===== config.mk =====
export PLATFORM = sky130hd
export DESIGN_NAME = alu_muldiv
export DESIGN_NICKNAME = d
export VERILOG_FILES = /design/src/rtl/alu_muldiv.sv
export SDC_FILE = /design/constraint.sdc
export NUM_CORES = 1
export LEC_CHECK = 0
export CAP_MARGIN = 20
export CORE_ASPECT_RATIO = 0.7
export CORE_MARGIN = 2
export CORE_UTILIZATION = 55
export DETAILED_ROUTE_END_ITERATION = 6
export PLACE_DENSITY_LB_ADDON = 0.3
export SLEW_MARGIN = 25
export SYNTH_ARGS = -nofsm -noshare
export SYNTH_HDL_FRONTEND = slang
export SYNTH_SLANG_ARGS = --single-unit

===== constraint.sdc =====
create_clock -name clk -period 7.58 [get_ports clk]
set_clock_uncertainty 0.05 [all_clocks]
set_input_delay 1.516 -clock clk [delete_from_list [all_inputs] [get_ports clk]]
set_output_delay 1.516 -clock clk [all_outputs]
set_load 0.03 [all_outputs]

===== src/rtl/alu_muldiv.sv =====
// alu_muldiv: execute-stage ALU with single-cycle ops plus an
// iterative shift-add multiplier / restoring divider (1 bit/clock).
module alu_muldiv #(
  parameter int WIDTH = 32,
  parameter int CNT_W = $clog2(WIDTH+1)
) (
  input  logic             clk,
  input  logic             reset,
  input  logic             start_i,
  input  logic [3:0]       ALU_Operation_i,
  input  logic [WIDTH-1:0] A_i,
  input  logic [WIDTH-1:0] B_i,
  output logic             busy_o,
  output logic             valid_o,
  output logic [WIDTH-1:0] ALU_Result_o,
  output logic             Zero_o
);

  localparam logic [3:0] OP_ADD   = 4'b0000;
  localparam logic [3:0] OP_SUB   = 4'b0001;
  localparam logic [3:0] OP_LUI   = 4'b0010;
  localparam logic [3:0] OP_AND   = 4'b0011;
  localparam logic [3:0] OP_OR    = 4'b0100;
  localparam logic [3:0] OP_XOR   = 4'b0101;
  localparam logic [3:0] OP_MUL   = 4'b1000;
  localparam logic [3:0] OP_MULH  = 4'b1001;
  localparam logic [3:0] OP_MULHU = 4'b1010;
  localparam logic [3:0] OP_RSVD  = 4'b1011;
  localparam logic [3:0] OP_DIV   = 4'b1100;
  localparam logic [3:0] OP_DIVU  = 4'b1101;
  localparam logic [3:0] OP_REM   = 4'b1110;
  localparam logic [3:0] OP_REMU  = 4'b1111;

  localparam logic [WIDTH-1:0] MIN_NEG = {1'b1, {(WIDTH-1){1'b0}}};

  typedef enum logic [1:0] {
    S_IDLE, S_RUN, S_FIN, S_DONE
  } state_t;

  state_t            r_state;
  state_t            w_next;
  logic [CNT_W-1:0]  r_cnt;
  logic [3:0]        r_op;
  logic [WIDTH-1:0]  r_a;
  logic [WIDTH-1:0]  r_b;
  logic [WIDTH-1:0]  r_hi;
  logic [WIDTH-1:0]  r_lo;
  logic              r_neg_a;
  logic              r_neg_b;
  logic [WIDTH-1:0]  r_res;
  logic              r_zero;

  logic              w_iter;
  logic              w_sgn;
  logic [WIDTH-1:0]  w_mag_a;
  logic [WIDTH-1:0]  w_mag_b;
  logic [WIDTH-1:0]  w_single;
  logic [WIDTH:0]    w_sum;
  logic [WIDTH:0]    w_sh;
  logic              w_ge;
  logic [WIDTH-1:0]  w_diff;
  logic [WIDTH-1:0]  w_hi_n;
  logic [WIDTH-1:0]  w_lo_n;
  logic              w_bz;
  logic              w_ovf;
  logic [WIDTH-1:0]  w_mulh;
  logic [WIDTH-1:0]  w_quo_s;
  logic [WIDTH-1:0]  w_rem_s;
  logic [WIDTH-1:0]  w_fin;

  assign w_iter = ALU_Operation_i[3] && (ALU_Operation_i != OP_RSVD);
  assign w_sgn  = (ALU_Operation_i == OP_MULH) ||
                  (ALU_Operation_i == OP_DIV) ||
                  (ALU_Operation_i == OP_REM);
  assign w_mag_a = (w_sgn && A_i[WIDTH-1]) ? -A_i : A_i;
  assign w_mag_b = (w_sgn && B_i[WIDTH-1]) ? -B_i : B_i;

  // single-cycle result, decoded straight from the inputs
  always_comb begin
    w_single = '0;
    case (ALU_Operation_i)
      OP_ADD:  w_single = A_i + B_i;
      OP_SUB:  w_single = A_i - B_i;
      OP_LUI:  w_single = B_i;
      OP_AND:  w_single = A_i & B_i;
      OP_OR:   w_single = A_i | B_i;
      OP_XOR:  w_single = A_i ^ B_i;
      default: w_single = '0;
    endcase
  end

  // one engine step: shift-add for mul, restoring subtract for div
  always_comb begin
    w_sum  = {1'b0, r_hi} + (r_lo[0] ? {1'b0, r_b} : '0);
    w_sh   = {r_hi, r_lo[WIDTH-1]};
    w_ge   = (w_sh >= {1'b0, r_b});
    w_diff = w_sh[WIDTH-1:0] - r_b;
    if (r_op[2]) begin
      w_hi_n = w_ge ? w_diff : w_sh[WIDTH-1:0];
      w_lo_n = {r_lo[WIDTH-2:0], w_ge};
    end else begin
      w_hi_n = w_sum[WIDTH:1];
      w_lo_n = {w_sum[0], r_lo[WIDTH-1:1]};
    end
  end

  // sign fixup and special-case substitution on the engine output
  always_comb begin
    w_bz    = (r_b == '0);
    w_ovf   = r_neg_a && (r_a == MIN_NEG) &&
              r_neg_b && (r_b == WIDTH'(1));
    w_mulh  = (r_neg_a ^ r_neg_b) ?
              (~r_hi + WIDTH'(r_lo == '0)) : r_hi;
    w_quo_s = (r_neg_a ^ r_neg_b) ? -r_lo : r_lo;
    w_rem_s = r_neg_a ? -r_hi : r_hi;
    w_fin   = '0;
    case (r_op)
      OP_MUL:   w_fin = r_lo;
      OP_MULH:  w_fin = w_mulh;
      OP_MULHU: w_fin = r_hi;
      OP_DIV:   w_fin = w_bz ? '1 : (w_ovf ? r_a : w_quo_s);
      OP_DIVU:  w_fin = w_bz ? '1 : r_lo;
      OP_REM:   w_fin = w_bz ? r_a : (w_ovf ? '0 : w_rem_s);
      OP_REMU:  w_fin = w_bz ? r_a : r_hi;
      default:  w_fin = '0;
    endcase
  end

  // state register
  always_ff @(posedge clk or negedge reset) begin
    if (!reset) r_state <= S_IDLE;
    else        r_state <= w_next;
  end

  // next-state logic
  always_comb begin
    w_next = r_state;
    unique case (r_state)
      S_IDLE: if (start_i) w_next = w_iter ? S_RUN : S_DONE;
      S_RUN:  if (r_cnt == CNT_W'(1)) w_next = S_FIN;
      S_FIN:  w_next = S_DONE;
      S_DONE: w_next = S_IDLE;
      default: w_next = S_IDLE;
    endcase
  end

  // handshake outputs from state
  always_comb begin
    busy_o  = (r_state != S_IDLE);
    valid_o = (r_state == S_DONE);
  end

  // operand latch, engine iteration and result register
  always_ff @(posedge clk or negedge reset) begin
    if (!reset) begin
      r_cnt   <= '0;
      r_op    <= '0;
      r_a     <= '0;
      r_b     <= '0;
      r_hi    <= '0;
      r_lo    <= '0;
      r_neg_a <= 1'b0;
      r_neg_b <= 1'b0;
      r_res   <= '0;
      r_zero  <= 1'b1;
    end else begin
      case (r_state)
        S_IDLE: if (start_i) begin
          r_op    <= ALU_Operation_i;
          r_a     <= A_i;
          r_b     <= w_mag_b;
          r_hi    <= '0;
          r_lo    <= w_mag_a;
          r_neg_a <= w_sgn && A_i[WIDTH-1];
          r_neg_b <= w_sgn && B_i[WIDTH-1];
          r_cnt   <= w_iter ? CNT_W'(WIDTH) : '0;
          if (!w_iter) begin
            r_res  <= w_single;
            r_zero <= (w_single == '0);
          end
        end
        S_RUN: begin
          r_hi  <= w_hi_n;
          r_lo  <= w_lo_n;
          r_cnt <= r_cnt - CNT_W'(1);
        end
        S_FIN: begin
          r_res  <= w_fin;
          r_zero <= (w_fin == '0);
        end
        default: ;
      endcase
    end
  end

  assign ALU_Result_o = r_res;
  assign Zero_o       = r_zero;

endmodule


==> results.md <==
| Step | Parameter | Reported |
|---|---|---|
| synth | Post-synthesis instance area | 20,900 sq um |
| worst setup path | Endpoint of the worst register-to-register path | Zero_o |
| worst setup path | Launching point of the worst reg2reg path | r_lo[23] |
| detailed routing | Aggregate routed wire length | 84.8 mm |
| floorplanning | Cell Rows | 59 |
| worst setup path | Slowest cell on the critical path | or4_1 |
| synth | Share of flip-flops with an asynchronous set or reset | 100% |
| global route | Via count of the first global-routing pass | 21,200 |
| sta | Final worst path period share | 93.3% |
| detailed routing | Detailed-routing iteration count for the pre-antenna-repair pass | 6 |
| synth | Syn_nets | 3,121 |
| cts | H-Tree Depth | 4 |
| global route | Met1 usage in global routing | 60.1% |
| detailed routing | Detailed-route vias per instance | 6.83 |
| floorplanning | Starting utilization of the core area | 56.1% |
| hold path | Min-Delay Path Class | flip-flop to flip-flop |
| global route | Gr usage total | 42.0% |
| flow run | Max cap viols | 0 |
| power | Leak | 10.1 nW |
| sta | Max Fclk | 141 MHz |
| synth | Dominant register cell in the synthesized netlist | dfrtp_1 |
| floorplanning | Die ar. | 39,700 sq um |
| cts | Number of sinks handled by clock tree synthesis | 175 |
| cts | Clock transition time at the flip-flop clock pins of the worst setup and hold paths | 0.09 ns |
| worst setup path | Source of the critical timing path | r_lo[23] |
| synth | Count of yosys warnings during synthesis | 0 |
| power | Power per cell area | 392 nW/um^2 |
| global route | Largest net degree at the start of global routing | 111 |
| placement | Count of buffers from port buffering | 105 |
| layout | Post-route core utilization | 61.9% |
| worst setup path | Startpoint Class | flip-flop |
| cts | Post-CTS setup buffers | 0 |
| layout | Area of the multi-input gates | 15,400 sq um |
| detailed routing | Remaining antenna violation count after routing | 0 |
| worst setup path | Crit path capture type | flip-flop |
| sta | Setup violation total in the final timing report | 0 |
| cts | Skew-Pair Late Insertion Delay | 0.49 ns |
| cts | Total clock buffers created by CTS | 17 |
| global route | Initial antenna violation count | 5 |
| layout | Fraction of final layout cells with drive strength greater than 1 | 6.07% |
| detailed routing | Detailed-route wire length per cell | 25.1 microns |
| sta | RSZ-0062 raised after global routing | no |
| global route | Final global-route overflow total | 0 |
| floorplanning | Chip Width | 237 microns |
| sta | Max Transition Viols Final | 0 |
| worst setup path | Cell count of the worst reg-to-reg path | 22 |
| worst setup path | Cell family contributing the most delay on the critical path | simple AND/OR/NAND/NOR gates |
| floorplanning | Vertical die dimension | 167 microns |
| placement | Detail Placement HPWL | 66.1 mm |
| worst setup path | List of cells traversed by the critical path | or4_1 > or4_1 > or4_1 > or2_2 > nor3_1 > buf_4 > ha_1 > ha_1 > nor3b_1 > nor3b_1 > buf_4 > nand3_1 > nand2_1 > o21ai_0 > a2111oi_0 > o311ai_0 > buf_4 > or4_1 > nor4_1 > buf_4 > a32oi_1 > o31ai_1 |
| cts | Root buf cell | clkbuf_16 |
| floorplanning | Core area | 37,400 sq um |
| worst setup path | Critical setup path kind | flip-flop to flip-flop |
| global route | Met3 Track Usage GR | 13.0% |
| synth | Commonest cells in the synthesized netlist | 371 x nand2_1, 359 x o21ai_0, 239 x nor2_1, 188 x a21oi_1, 174 x dfrtp_1 |
| detailed routing | DRC errors left | 0 |
| layout | Layout Nets | 3,113 |
| global route | Met2 layer usage reported by global route | 60.7% |
| sta | Max-slew headroom at the worst pin | 21.1% |
| worst setup path | Crit path largest cell delay | 0.69 ns |
| global route | Most utilized layer in the global route result | met2 |
| synth | Library cells used by synthesis | 92 |
| worst setup path | Crit path DAT | 7.41 ns |
| global route | Global-route wire length before repair | 128 mm |
| power | Worst IR drop on VDD | 0.000498 V |
| layout | Synth-to-layout area growth | 10.4% |
| layout | Fill count | 3,354 |
| synth | Register bit count reported by yosys | 175 |
| sta | Number of hold violations in the final report | 0 |
| layout | Register cell area after layout | 4380 sq um |
| synth | Largest area contributor in the synthesized netlist | dfrtp_1 |
| detailed routing | Starting DRC count in detailed routing | 3,533 |
| cts | Maximum number of buffers from clock root to sink | 2 |
| synth | Syn Inst Count | 2,876 |
| synth | Count of flip-flops with a built-in enable after synthesis | 0 |
| worst setup path | Critical path data required time | 7.92 ns |
| cts | Clock tree from TritonCTS | built |
| worst setup path | Cell depth of the worst setup path | 22 |
| worst setup path | Setup slack, reg-to-reg | 0.50 ns |
| synth | Mean area per synthesized cell | 7.28 sq um |
| synth | Main area contributors after synthesis | dfrtp_1 21%, ha_1 10%, o21ai_0 8.6%, nand2_1 6.6%, xnor2_1 6.3% |
| synth | Cell with the most instances after synthesis | nand2_1 |
| sta | Transition time of the tightest slew-check pin | 1.17 ns |
| sta | Setup TNS | 0 ns |
| synth | Top cell type's share of synthesized area | 20.8% |
| detailed routing | Via count | 23,000 |
| sta | Worst hold slack across all endpoints | 0.430 ns |
| worst setup path | Buffer and inverter count on the worst path | 4 |
| worst setup path | Largest fanout on the critical path | 6 |
| synth | Sequential-to-total area share from yosys stat | 20.9% |
| worst setup path | CP endpoint | Zero_o |
| floorplanning | Number of primary I/O pins | 106 |
| sta | Final period demand of the worst path | 7.08 ns |
| cts | Post-CTS sizing | 0 |
| outcome | Result of the run | completed |
| cts | Cts hold-fix bufs | 0 |
| placement | RD Place Congestion | 1.00 |
## state kept, by name (all words and copies together) (netlist names)
name and count:
r_op 4, Zero_o 1, r_neg_a 1, ALU_Result_o 32
r_lo 32, r_a 32, r_cnt 6, r_b 32
r_state 2, r_neg_b 1, r_hi 32
## metrics by stage
stage	cells	power, mW	cell area, sq um	setup slack (ns)
global placement	3336	7.67	22500	0.414
finish	3372	9.07	23100	0.504
CTS	3368	8.78	23100	0.770
detailed placement	3336	7.83	22500	0.283
floorplan	2876	5.90	20900	0.746
global route	3369	9.61	23100	0.176
## how the worst min path moves through the flow
stage	startpoint	end	slack, ns	depth (start not counted)
floorplan	r_a[30]	r_a[30]	0.41	2
global placement	ALU_Result_o[20]	ALU_Result_o[20]	0.41	2
detailed placement	ALU_Result_o[26]	ALU_Result_o[26]	0.42	1
CTS	ALU_Result_o[26]	ALU_Result_o[26]	0.44	1
global route	ALU_Result_o[26]	ALU_Result_o[26]	0.45	1
finish	ALU_Result_o[26]	ALU_Result_o[26]	0.43	1
## layout by cell type (no fill, tap or decap), drive strengths merged, types with 18 or more instances in the layout
master / instances
clkdlybuf4s50: 104
o21bai: 19
nand4: 23
or3: 19
xor2: 79
nand2: 372
a22oi: 21
o21ai: 367
inv: 144
and3: 30
a221oi: 19
or4: 27
xnor2: 151
o211ai: 24
a21oi: 189
a221o: 19
clkbuf: 18
a31oi: 19
nor4: 47
mux2i: 66
nor2: 239
buf: 74
nor3: 58
ha: 171
a211oi: 26
o31ai: 29
dfrtp: 174
nor2b: 25
a21o: 42
nand3: 49
## cells by family after synthesis
group / after synthesis / share of synthesized area, %
compound gates: 906 / 26.9
xor+xnor: 230 / 9.62
fa+ha+maj: 174 / 10.5
buf+inv: 346 / 6.34
flops: 175 / 20.9
mux: 78 / 3.80
simple gates: 967 / 21.9
## routing by layer
layer  up-vias  part of all wire (%)
met5         -                     0
li1      10300                     -
met1     11000                    42
met2      1582                    41
met3       195                    14
met4         0                   3.0
## power breakdown
part | total [mW] | switching, mW | internal [mW]
combinational | 5.96 | 3.75 | 2.21
clock | 0.926 | 0.483 | 0.443
sequential | 2.18 | 0.840 | 1.34
## cell type report
class | instances | share of cell area, %
sequential | 175 | 18.9
multi-input combinational | 2355 | 66.5
tap | 488 | 2.64
antenna | 3 | 0.0325
timing repair buffer | 179 | 7.02
inverter | 140 | 2.27
clock inverter | 15 | 0.725
clock buffer | 17 | 1.84
(Power assumes the default switching activity.)
